==> src/rtl/vsr_line_fetcher.sv <==
// vsr_line_fetcher: display-file fetch stage.
// Holds the Video Start Register pointer. On each line start it reads
// LINE_WORDS 16-bit words sequentially from memory and queues them in a
// show-ahead FIFO for the pixel decoder. It stalls the bus while the FIFO
// is full, and it flags lines that restart while busy (overrun) and pops
// from an empty FIFO (underflow).
module vsr_line_fetcher #(
  parameter int LINE_WORDS = 192,  // 1..1023
  parameter int FIFO_DEPTH = 16    // power of two, >= 4
) (
  input  logic        clk,
  input  logic        reset,
  input  logic        i_reload_vsr,
  input  logic [21:0] i_vsr,
  input  logic        i_line_start,
  output logic [21:0] o_address,
  output logic        o_as,
  input  logic [15:0] i_din,
  input  logic        i_bus_ack,
  output logic [15:0] o_pixel_data,
  output logic        o_pixel_valid,
  input  logic        i_pixel_pop,
  output logic        o_busy,
  output logic        o_overrun,
  output logic        o_underflow
);

  localparam int AW = $clog2(FIFO_DEPTH);
  localparam int CW = AW + 1;
  localparam logic [CW-1:0] DEPTH_C = CW'(FIFO_DEPTH);
  localparam logic [9:0]    WORDS_C = 10'(LINE_WORDS);

  typedef enum logic [1:0] {
    S_IDLE,
    S_FETCH,
    S_PAUSE,
    S_RESTART
  } state_t;

  // Registered state
  state_t        r_state;
  logic [21:0]   r_ptr;
  logic [21:0]   r_address;
  logic          r_as;
  logic          r_busy;
  logic [9:0]    r_words_left;
  logic          r_overrun;
  logic          r_underflow;
  logic [AW-1:0] r_wr_ptr;
  logic [AW-1:0] r_rd_ptr;
  logic [CW-1:0] r_count;
  logic [15:0]   r_mem [FIFO_DEPTH];

  // Next-state values
  state_t        w_state_nxt;
  logic [21:0]   w_ptr_nxt;
  logic [21:0]   w_address_nxt;
  logic          w_as_nxt;
  logic          w_busy_nxt;
  logic [9:0]    w_words_left_nxt;
  logic          w_overrun_nxt;
  logic          w_underflow_nxt;
  logic [AW-1:0] w_wr_ptr_nxt;
  logic [AW-1:0] w_rd_ptr_nxt;
  logic [CW-1:0] w_count_nxt;
  logic          w_flush;
  logic          w_push;
  logic          w_pop;
  logic [21:0]   w_vsr_word;
  logic [CW-1:0] w_count_after_push;

  // Next-state, bus control and FIFO bookkeeping
  // NOTE: every signal assigned here gets a default first, so no path can
  // leave one unassigned and infer a latch.
  always_comb begin
    w_state_nxt      = r_state;
    w_ptr_nxt        = r_ptr;
    w_address_nxt    = r_address;
    w_as_nxt         = r_as;
    w_busy_nxt       = r_busy;
    w_words_left_nxt = r_words_left;
    w_overrun_nxt    = r_overrun;
    w_underflow_nxt  = r_underflow;
    w_flush          = 1'b0;
    w_push           = 1'b0;
    w_pop            = i_pixel_pop && (r_count != '0);
    w_vsr_word       = i_vsr & ~22'h1;
    // Occupancy the FIFO would have if a word were pushed this cycle.
    w_count_after_push = r_count + CW'(1) - CW'(w_pop);

    if (i_pixel_pop && (r_count == '0)) begin
      w_underflow_nxt = 1'b1;
    end

    case (r_state)
      S_IDLE: begin
        if (i_line_start) begin
          w_flush          = 1'b1;
          w_address_nxt    = i_reload_vsr ? w_vsr_word : r_ptr;
          w_words_left_nxt = WORDS_C;
          w_as_nxt         = 1'b1;
          w_busy_nxt       = 1'b1;
          w_state_nxt      = S_FETCH;
        end
      end

      S_FETCH: begin
        if (i_line_start) begin
          // Late line start: drop queued data and any ack this cycle, then
          // resume from the first word that was not yet accepted.
          w_overrun_nxt = 1'b1;
          w_flush       = 1'b1;
          w_as_nxt      = 1'b0;
          w_ptr_nxt     = r_address;
          w_state_nxt   = S_RESTART;
        end else if (r_as && i_bus_ack) begin
          w_push           = 1'b1;
          w_address_nxt    = r_address + 22'd2;
          w_words_left_nxt = r_words_left - 10'd1;
          if (r_words_left == 10'd1) begin
            w_as_nxt    = 1'b0;
            w_busy_nxt  = 1'b0;
            w_ptr_nxt   = r_address + 22'd2;
            w_state_nxt = S_IDLE;
          end else if (w_count_after_push == DEPTH_C) begin
            w_as_nxt    = 1'b0;
            w_state_nxt = S_PAUSE;
          end
        end
      end

      S_PAUSE: begin
        if (i_line_start) begin
          w_overrun_nxt = 1'b1;
          w_flush       = 1'b1;
          w_ptr_nxt     = r_address;
          w_state_nxt   = S_RESTART;
        end else if (r_count < DEPTH_C) begin
          w_as_nxt    = 1'b1;
          w_state_nxt = S_FETCH;
        end
      end

      S_RESTART: begin
        if (i_line_start) begin
          w_overrun_nxt = 1'b1;
          w_flush       = 1'b1;
        end else begin
          w_words_left_nxt = WORDS_C;
          w_as_nxt         = 1'b1;
          w_state_nxt      = S_FETCH;
        end
      end

      default: w_state_nxt = S_IDLE;
    endcase

    // A reload only retargets the next line; the fetch in flight runs on
    // r_address, so the new pointer wins over any automatic advance.
    if (i_reload_vsr) begin
      w_ptr_nxt = w_vsr_word;
    end

    if (w_flush) begin
      w_wr_ptr_nxt = '0;
      w_rd_ptr_nxt = '0;
      w_count_nxt  = '0;
    end else begin
      w_wr_ptr_nxt = w_push ? r_wr_ptr + AW'(1) : r_wr_ptr;
      w_rd_ptr_nxt = w_pop  ? r_rd_ptr + AW'(1) : r_rd_ptr;
      w_count_nxt  = r_count + CW'(w_push) - CW'(w_pop);
    end
  end

  // State register with synchronous reset
  // NOTE: sequential state uses non-blocking assignments so every register
  // samples pre-edge values regardless of block ordering.
  always_ff @(posedge clk) begin
    if (reset) begin
      r_state      <= S_IDLE;
      r_ptr        <= '0;
      r_address    <= '0;
      r_as         <= 1'b0;
      r_busy       <= 1'b0;
      r_words_left <= '0;
      r_overrun    <= 1'b0;
      r_underflow  <= 1'b0;
      r_wr_ptr     <= '0;
      r_rd_ptr     <= '0;
      r_count      <= '0;
    end else begin
      r_state      <= w_state_nxt;
      r_ptr        <= w_ptr_nxt;
      r_address    <= w_address_nxt;
      r_as         <= w_as_nxt;
      r_busy       <= w_busy_nxt;
      r_words_left <= w_words_left_nxt;
      r_overrun    <= w_overrun_nxt;
      r_underflow  <= w_underflow_nxt;
      r_wr_ptr     <= w_wr_ptr_nxt;
      r_rd_ptr     <= w_rd_ptr_nxt;
      r_count      <= w_count_nxt;
    end
  end

  // FIFO storage write port
  // NOTE: the storage array is deliberately not reset; r_count gates
  // o_pixel_valid, so stale contents are never observed.
  always_ff @(posedge clk) begin
    if (w_push) begin
      r_mem[r_wr_ptr] <= i_din;
    end
  end

  assign o_address     = r_address;
  assign o_as          = r_as;
  assign o_busy        = r_busy;
  assign o_overrun     = r_overrun;
  assign o_underflow   = r_underflow;
  assign o_pixel_valid = (r_count != '0);
  assign o_pixel_data  = r_mem[r_rd_ptr];

endmodule
==> config.mk <==
export PLATFORM = sky130hd
export DESIGN_NAME = vsr_line_fetcher
export DESIGN_NICKNAME = d
export VERILOG_FILES = /design/src/rtl/vsr_line_fetcher.sv
export SDC_FILE = /design/constraint.sdc
export NUM_CORES = 1
export LEC_CHECK = 0
export BUFFER_PORTS_ARGS = -buffer_cell sky130_fd_sc_hd__buf_2
export CAP_MARGIN = 20
export CORE_MARGIN = 2
export CORE_UTILIZATION = 38
export DETAILED_ROUTE_END_ITERATION = 8
export SETUP_SLACK_MARGIN = 0.3
export SYNTH_ARGS = -nofsm -noshare
export SYNTH_HDL_FRONTEND = slang
export SYNTH_SLANG_ARGS = --single-unit
==> constraint.sdc <==
create_clock -name clk -period 8.8 [get_ports clk]
set_input_delay 0.44 -clock clk [delete_from_list [all_inputs] [get_ports clk]]
set_output_delay 0.44 -clock clk [all_outputs]
set_load 0.05 [all_outputs]
# Word-level counts from Yosys, hierarchy flattened
# Memories as Yosys holds them, arrays and structs flattened. A register that Yosys moved wholly into a read port is not among the register bits.
# Index checks and enable logic that the tools add are counted.
[classes]
add_sub_neg = 8
order_cmp = 1
n_eq_ne = 20
mux = 47
n_reduce_logical = 22
[op_table]
columns = ["op", "n"]
rows = [
  ["two-way mux 22 bit", 9],
  ["one-hot mux 22 bit (2 select lines)", 2],
  ["two-way mux 10 bit", 4],
  ["one-hot mux 10 bit (3 select lines)", 1],
  ["adder 22 x 2 -> 22 bit, second input constant", 1],
  ["two-way mux 1 bit", 18],
  ["two-way mux 2 bit", 8],
  ["!= test 2 bit, second input constant", 8],
  ["AND reduction 5 bit", 3],
  ["!= test 3 bit, second input constant", 4],
  ["!= test 4 bit, second input constant", 3],
  ["AND reduction 4 bit", 3],
  ["== test 10 x 1 -> 1 bit, second input constant", 1],
  ["subtractor 10 x 1 -> 10 bit, second input constant", 1],
  ["subtractor 5 x 1 -> 5 bit", 2],
  ["adder 4 x 1 -> 4 bit, second input constant", 2],
  ["two-way mux 4 bit", 2],
  ["one-hot mux 2 bit (4 select lines)", 1],
  ["AND reduction 6 bit", 1],
  ["nonzero test 3 bit", 2],
  ["adder 5 x 1 -> 5 bit", 1],
  ["adder 5 x 1 -> 5 bit, second input constant", 1],
  ["== test 5 bit, second input constant", 1],
  ["logical NOT 5 bit", 1],
  ["other kinds (13)", 18],
]
[word_totals]
ff_bits = 73
ram_bits = 256
input_bits = 44
output_inout_bits = 43
memories = 1
[mem_list]
columns = ["memory", "words", "width", "read_ports", "rd_clocked_by_memory_dff", "write_ports", "line_no", "text"]
rows = [
  ["r_mem", 16, 16, 1, 1, 1, "52", "logic [15:0] r_mem [FIFO_DEPTH];"],
]

# Longest topological paths before layout
[logic_depth]
word_depth = 9
ltp_mapped = 16
depth_no_buf = 15

# Worst setup path before layout
# No wires, ideal clock.
[synth_timing]
path_type = "reg2reg"
start = "register r_as, in the netlist o_as"
end = "memory r_mem[3][0] (enable)"
t_arrival_ns = 2.882
path_slack_ns = 5.488
stages_incl_launch_ff = 6
n_path_buf = 1
path_cell_list = "dfxtp_1 > nand2_1 > nor2_1 > inv_1 > clkbuf_1 > nor4_1"
[synth_via]
elab_chain_cells = 6
[synth_lines]
columns = ["element", "line_no", "text"]
rows = [
  ["start, declared", "44", "logic r_as;"],
  ["start signal, assigned", "195", "r_as <= w_as_nxt;"],
  ["logical AND 1 bit", "116", "end else if (r_as && i_bus_ack) begin"],
  ["two-way mux 1 bit", "116", ""],
  ["two-way mux 1 bit", "108", "if (i_line_start) begin"],
  ["two-way mux 1 bit", "95", "case (r_state)"],
  ["two-way mux 1 bit", "210", "if (w_push) begin"],
  ["two-way mux 1 bit (not written as such)", "211", "r_mem[r_wr_ptr] <= i_din;"],
  ["end, declared", "52", ""],
]
# No other way between the ends.

==> results summary <==
The critical path class is reg2out. The number of storage elements in the synthesis netlist came out at around 330. The tightest hold path in the finished design has a slack of about 0.20 ns. The final worst setup slack came out at 5.04 ns. Clock tree synthesis selected as its root buffer the cell clkbuf_16.

The worst setup path is launched from a flop. The area fraction in and, or, nand and nor cells after synthesis is 8.30%. The total negative setup slack is 0 ns. The first global-routing pass estimated 47500 um of wire.

The number of iterations in the first detailed-routing pass came out at 5. The filler-free cell count of the finished design came out at 1526. Setup repair after global routing left no endpoint under its margin.

The remaining max-slew budget at the tightest pin is between 20% and 30%. The total congestion overflow after global routing came out at 0. The endpoint class of the critical path is an output pin.

On the worst path, the slowest cell contributes a delay of between 0.7 and 0.8 ns. Subtracting the final worst setup slack from the clock period gives 3.76 ns. The final number of setup-violating endpoints is 0. The met1 global-route usage is between 10% and 20%. The via count of the first global-routing pass came out at 8254. After detailed routing, the average wire length per cell comes to about 20 um.

The prevailing post-synth register cell is edfxtp_1. After filler insertion, the fill cell instance count of the layout stands at roughly 3.2k. The synthesized area per cell came out at 15.0 sq um. The worst-margin pin slew came out at 1.12 ns. The ratio of routed vias to standard cells came out at 5.39.

The leakage power summed over all cells came out at between 5 and 6 nW. The die extent in y came out at between 150 and 200 um. The number of port buffers came out at 85. The worst slack after detailed placement came out at 5.41 ns. Buffers inserted to repair hold after CTS numbered 0. The fraction of synthesized area in multiplexers is between 10 and 15%. The critical-path maximum fanout came out at 44. The detailed router finished its first iteration with 564 violations. The async set or reset register ratio after synthesis came out at 0%. Clock tree synthesis found a total of 333 sinks. The number of buffers inserted during clock tree synthesis came out at 37. The number of H-tree branching levels came out at 2. The post-route fraction of the period consumed by the critical path is 42.7%.

The initial antenna violation count came to 0. The number of buffers and inverters on the critical path is 2. The final-stage net count is between 1k and 1.5k. The worst-case clock buffer depth came out at 3. From synthesis to final layout, the design area changed by 14.8%. The synthesized netlist contains 63 unique library cells. In this run the cell area of the synthesized design comes to roughly 0.014 sq mm.

The wire length after detailed routing came out at 30900 um. Post-CTS repair changed the size of 0 cells. When the netlist entered floorplanning its net count stood at 1014. The initialized floorplan defines 70 standard-cell rows. The final design area excluding fillers is ~0.016 sq mm.

The instance count after placement with tap cells included came out at 1458. The post-detailed-placement cell area came out at 0.0152 sq mm. The flow ran to the end, and the final reports show no timing, DRC or antenna violations.

The post-route netlist has between 20% and 30% of its cells at a drive strength greater than 1. The max-cap check violation count is 0. The global placer's final weighted congestion came out at around 0.78. The total number of vias came out at 8230. The global routing stage identified its most utilized layer as met2. For this design, the slowest cell found on the critical path is buf_4. The count of antenna-violating nets left after detailed routing is 0. The synthesized design contains between 200 and 300 enable-type register cells. Clock-pin slew was measured on the worst setup and hold paths at roughly 0.060 ns. For the worst setup path, the data required time is 8.36 ns. After synthesis, the largest family of logic cells by area is multiplexers. The overall fraction of global-route tracks in use is 16.0%. For the worst setup path, the data arrival time is 3.32 ns. The cell that appears most often on the critical path is mux4_2. The HPWL after detailed placement is about 17000 um. The final core utilization came out at 44.5%. The I/O pin count is 87.

The final worst clock skew is 0.0320 ns. For this run, the number of Yosys warnings is 0. Walking the worst path, the cells encountered are buf_4 -> mux4_2 -> mux4_2 -> buf_2. The die is 197 um wide. The fmax came out at 0.266 GHz. The later pin in the worst-skew pair is clocked with a latency of roughly 0.53 ns. The cell count after synthesis came out at 946. The number of max-slew violations in the final report is 0. The clock tree from TritonCTS is done. The portion of the post-synthesis area used by sequential elements came out at 64.9%. After Yosys synthesis, XOR and XNOR cells account for 2.46% of the synthesized area. IR analysis of the VDD net gives a maximum drop of 0.124 mV. The total count of hold-check failures in the final report came out at 0. The class of the tightest hold or removal check is in2reg. The core area is 0.0367 sq mm. For this run, design rule violations remaining after detail routing come to 0. The met3 demand-to-capacity share in global routing came out at 2.63%. Among cell families on the critical path, the largest total delay comes from multiplexers. The adder-cell share of the synthesized area came out at 2.16%. The starting density of the core is 38.8%. Post-CTS timing repair inserted 0 buffers for setup.

The die area is 0.0390 sq mm. The final total power is 3.83 mW. The maximum number of pins on one net before global-route repair is 65. Summing the areas of all compound-gate instances in the mapped netlist gives 6.24% of the synthesized area.

In this run the power density over the cells is 234 mW/mm^2. The fraction of met2 tracks used by global routing is between 20 and 30%.
## final timing paths
check	startpoint	to	slack, ns	cells after the start
setup / recovery	flop	o_pixel_data[0]	5.04	4
hold / removal	i_vsr[3]	r_ptr[3]	0.20	3
setup reg to reg	r_count[2]	r_count[4]	5.76	15
hold reg to reg	o_busy	o_busy	0.46	2
## placed cells by master, fill, tap and decap left out, types with 9 or more instances in the layout
cell type | Yosys | layout
o21ai_0 | 21 | 21
nor3_1 | 13 | 9
ha_1 | 23 | 23
xnor2_1 | 19 | 19
edfxtp_1 | 256 | 256
buf_2 | 12 | 85
and2_1 | 9 | 9
nand2b_1 | 10 | 10
nand2_1 | 54 | 54
nor2_1 | 65 | 61
nor4_1 | 13 | 9
xor2_1 | 21 | 21
a22oi_1 | 9 | 9
buf_4 | 0 | 19
nand4_1 | 15 | 15
a21oi_1 | 33 | 33
clkinv_1 | 2 | 12
inv_1 | 26 | 26
mux4_2 | 80 | 80
dfxtp_1 | 77 | 75
mux2i_1 | 11 | 11
nor2b_1 | 10 | 10
o22ai_1 | 20 | 20
clkbuf_16 | 0 | 37
nand3_1 | 16 | 16
## worst min-delay path: cells and delay by family
kind / cells / cell delay, ns
AOI/OAI and AO/OA: 1 / 0.07
buffers and inverters: 1 / 0.10
and+or+nand+nor: 1 / 0.07
## routing by layer
layer / vias to the layer above / share of wire, %
met4: 0 / 1.8
li1: 3838 / -
met3: 36 / 4.4
met2: 191 / 52
met1: 4165 / 42
met5: - / 0
## state kept, by name, summed over array words and instances, names as in the netlist, named ones only
signal / cells
r_words_left: 10
o_as: 1
r_wr_ptr: 4
o_overrun: 1
r_mem: 256
r_count: 5
r_ptr: 22
r_rd_ptr: 4
o_underflow: 1
r_state: 2
o_address: 22
o_busy: 1
## final cells by class
class                           count  area, sq um  share of cell area (%)
Tap cell                          468          586                    3.58
Timing Repair Buffer              104          568                    3.48
Multi-Input combinational cell    525         4710                    28.8
Antenna cell                        1         2.50                  0.0153
Clock buffer                       43          948                    5.80
Clock inverter                     24          190                    1.16
Inverter                           28          105                   0.643
Sequential cell                   333         9230                    56.5
## cells in the mapped netlist, types with 5 or more instances
library cell / instances / area (sq um)
edfxtp_1: 256 / 7690
mux4_2: 80 / 1800
dfxtp_1: 77 / 1540
nor2_1: 65 / 244
nand2_1: 54 / 203
clkbuf_1: 41 / 154
a21oi_1: 33 / 165
inv_1: 26 / 97.6
ha_1: 23 / 288
o21ai_0: 21 / 105
xor2_1: 21 / 184
o22ai_1: 20 / 125
xnor2_1: 19 / 166
nand3_1: 16 / 80.1
nand4_1: 15 / 93.8
nor3_1: 13 / 65.1
nor4_1: 13 / 81.3
buf_2: 12 / 60.1
mux2i_1: 11 / 110
nand2b_1: 10 / 62.6
nor2b_1: 10 / 62.6
a22oi_1: 9 / 67.6
and2_1: 9 / 56.3
a21o_1: 8 / 60.1
a31oi_1: 7 / 43.8
a21boi_0: 6 / 45.0
and3_1: 5 / 31.3
buf_1: 5 / 18.8
o32ai_1: 5 / 43.8
or3_1: 5 / 31.3
## cell families after synthesis
| kind of cell | Yosys count |
|---|---|
| muxes | 92 |
| DFF | 333 |
| xor gates and xnor gates | 40 |
| buffers and inverters | 88 |
| and+or+nand+nor | 235 |
| adders and majority gates | 24 |
| AOI/OAI and AO/OA | 134 |
## power by group
group	switching [mW]	internal (mW)	leakage, nW	total [mW]
Sequential	0.0526	1.73	2.93	1.78
Combinational	0.360	0.249	1.96	0.609
Clock	0.621	0.813	0.560	1.43
(Power assumes the default switching activity.)
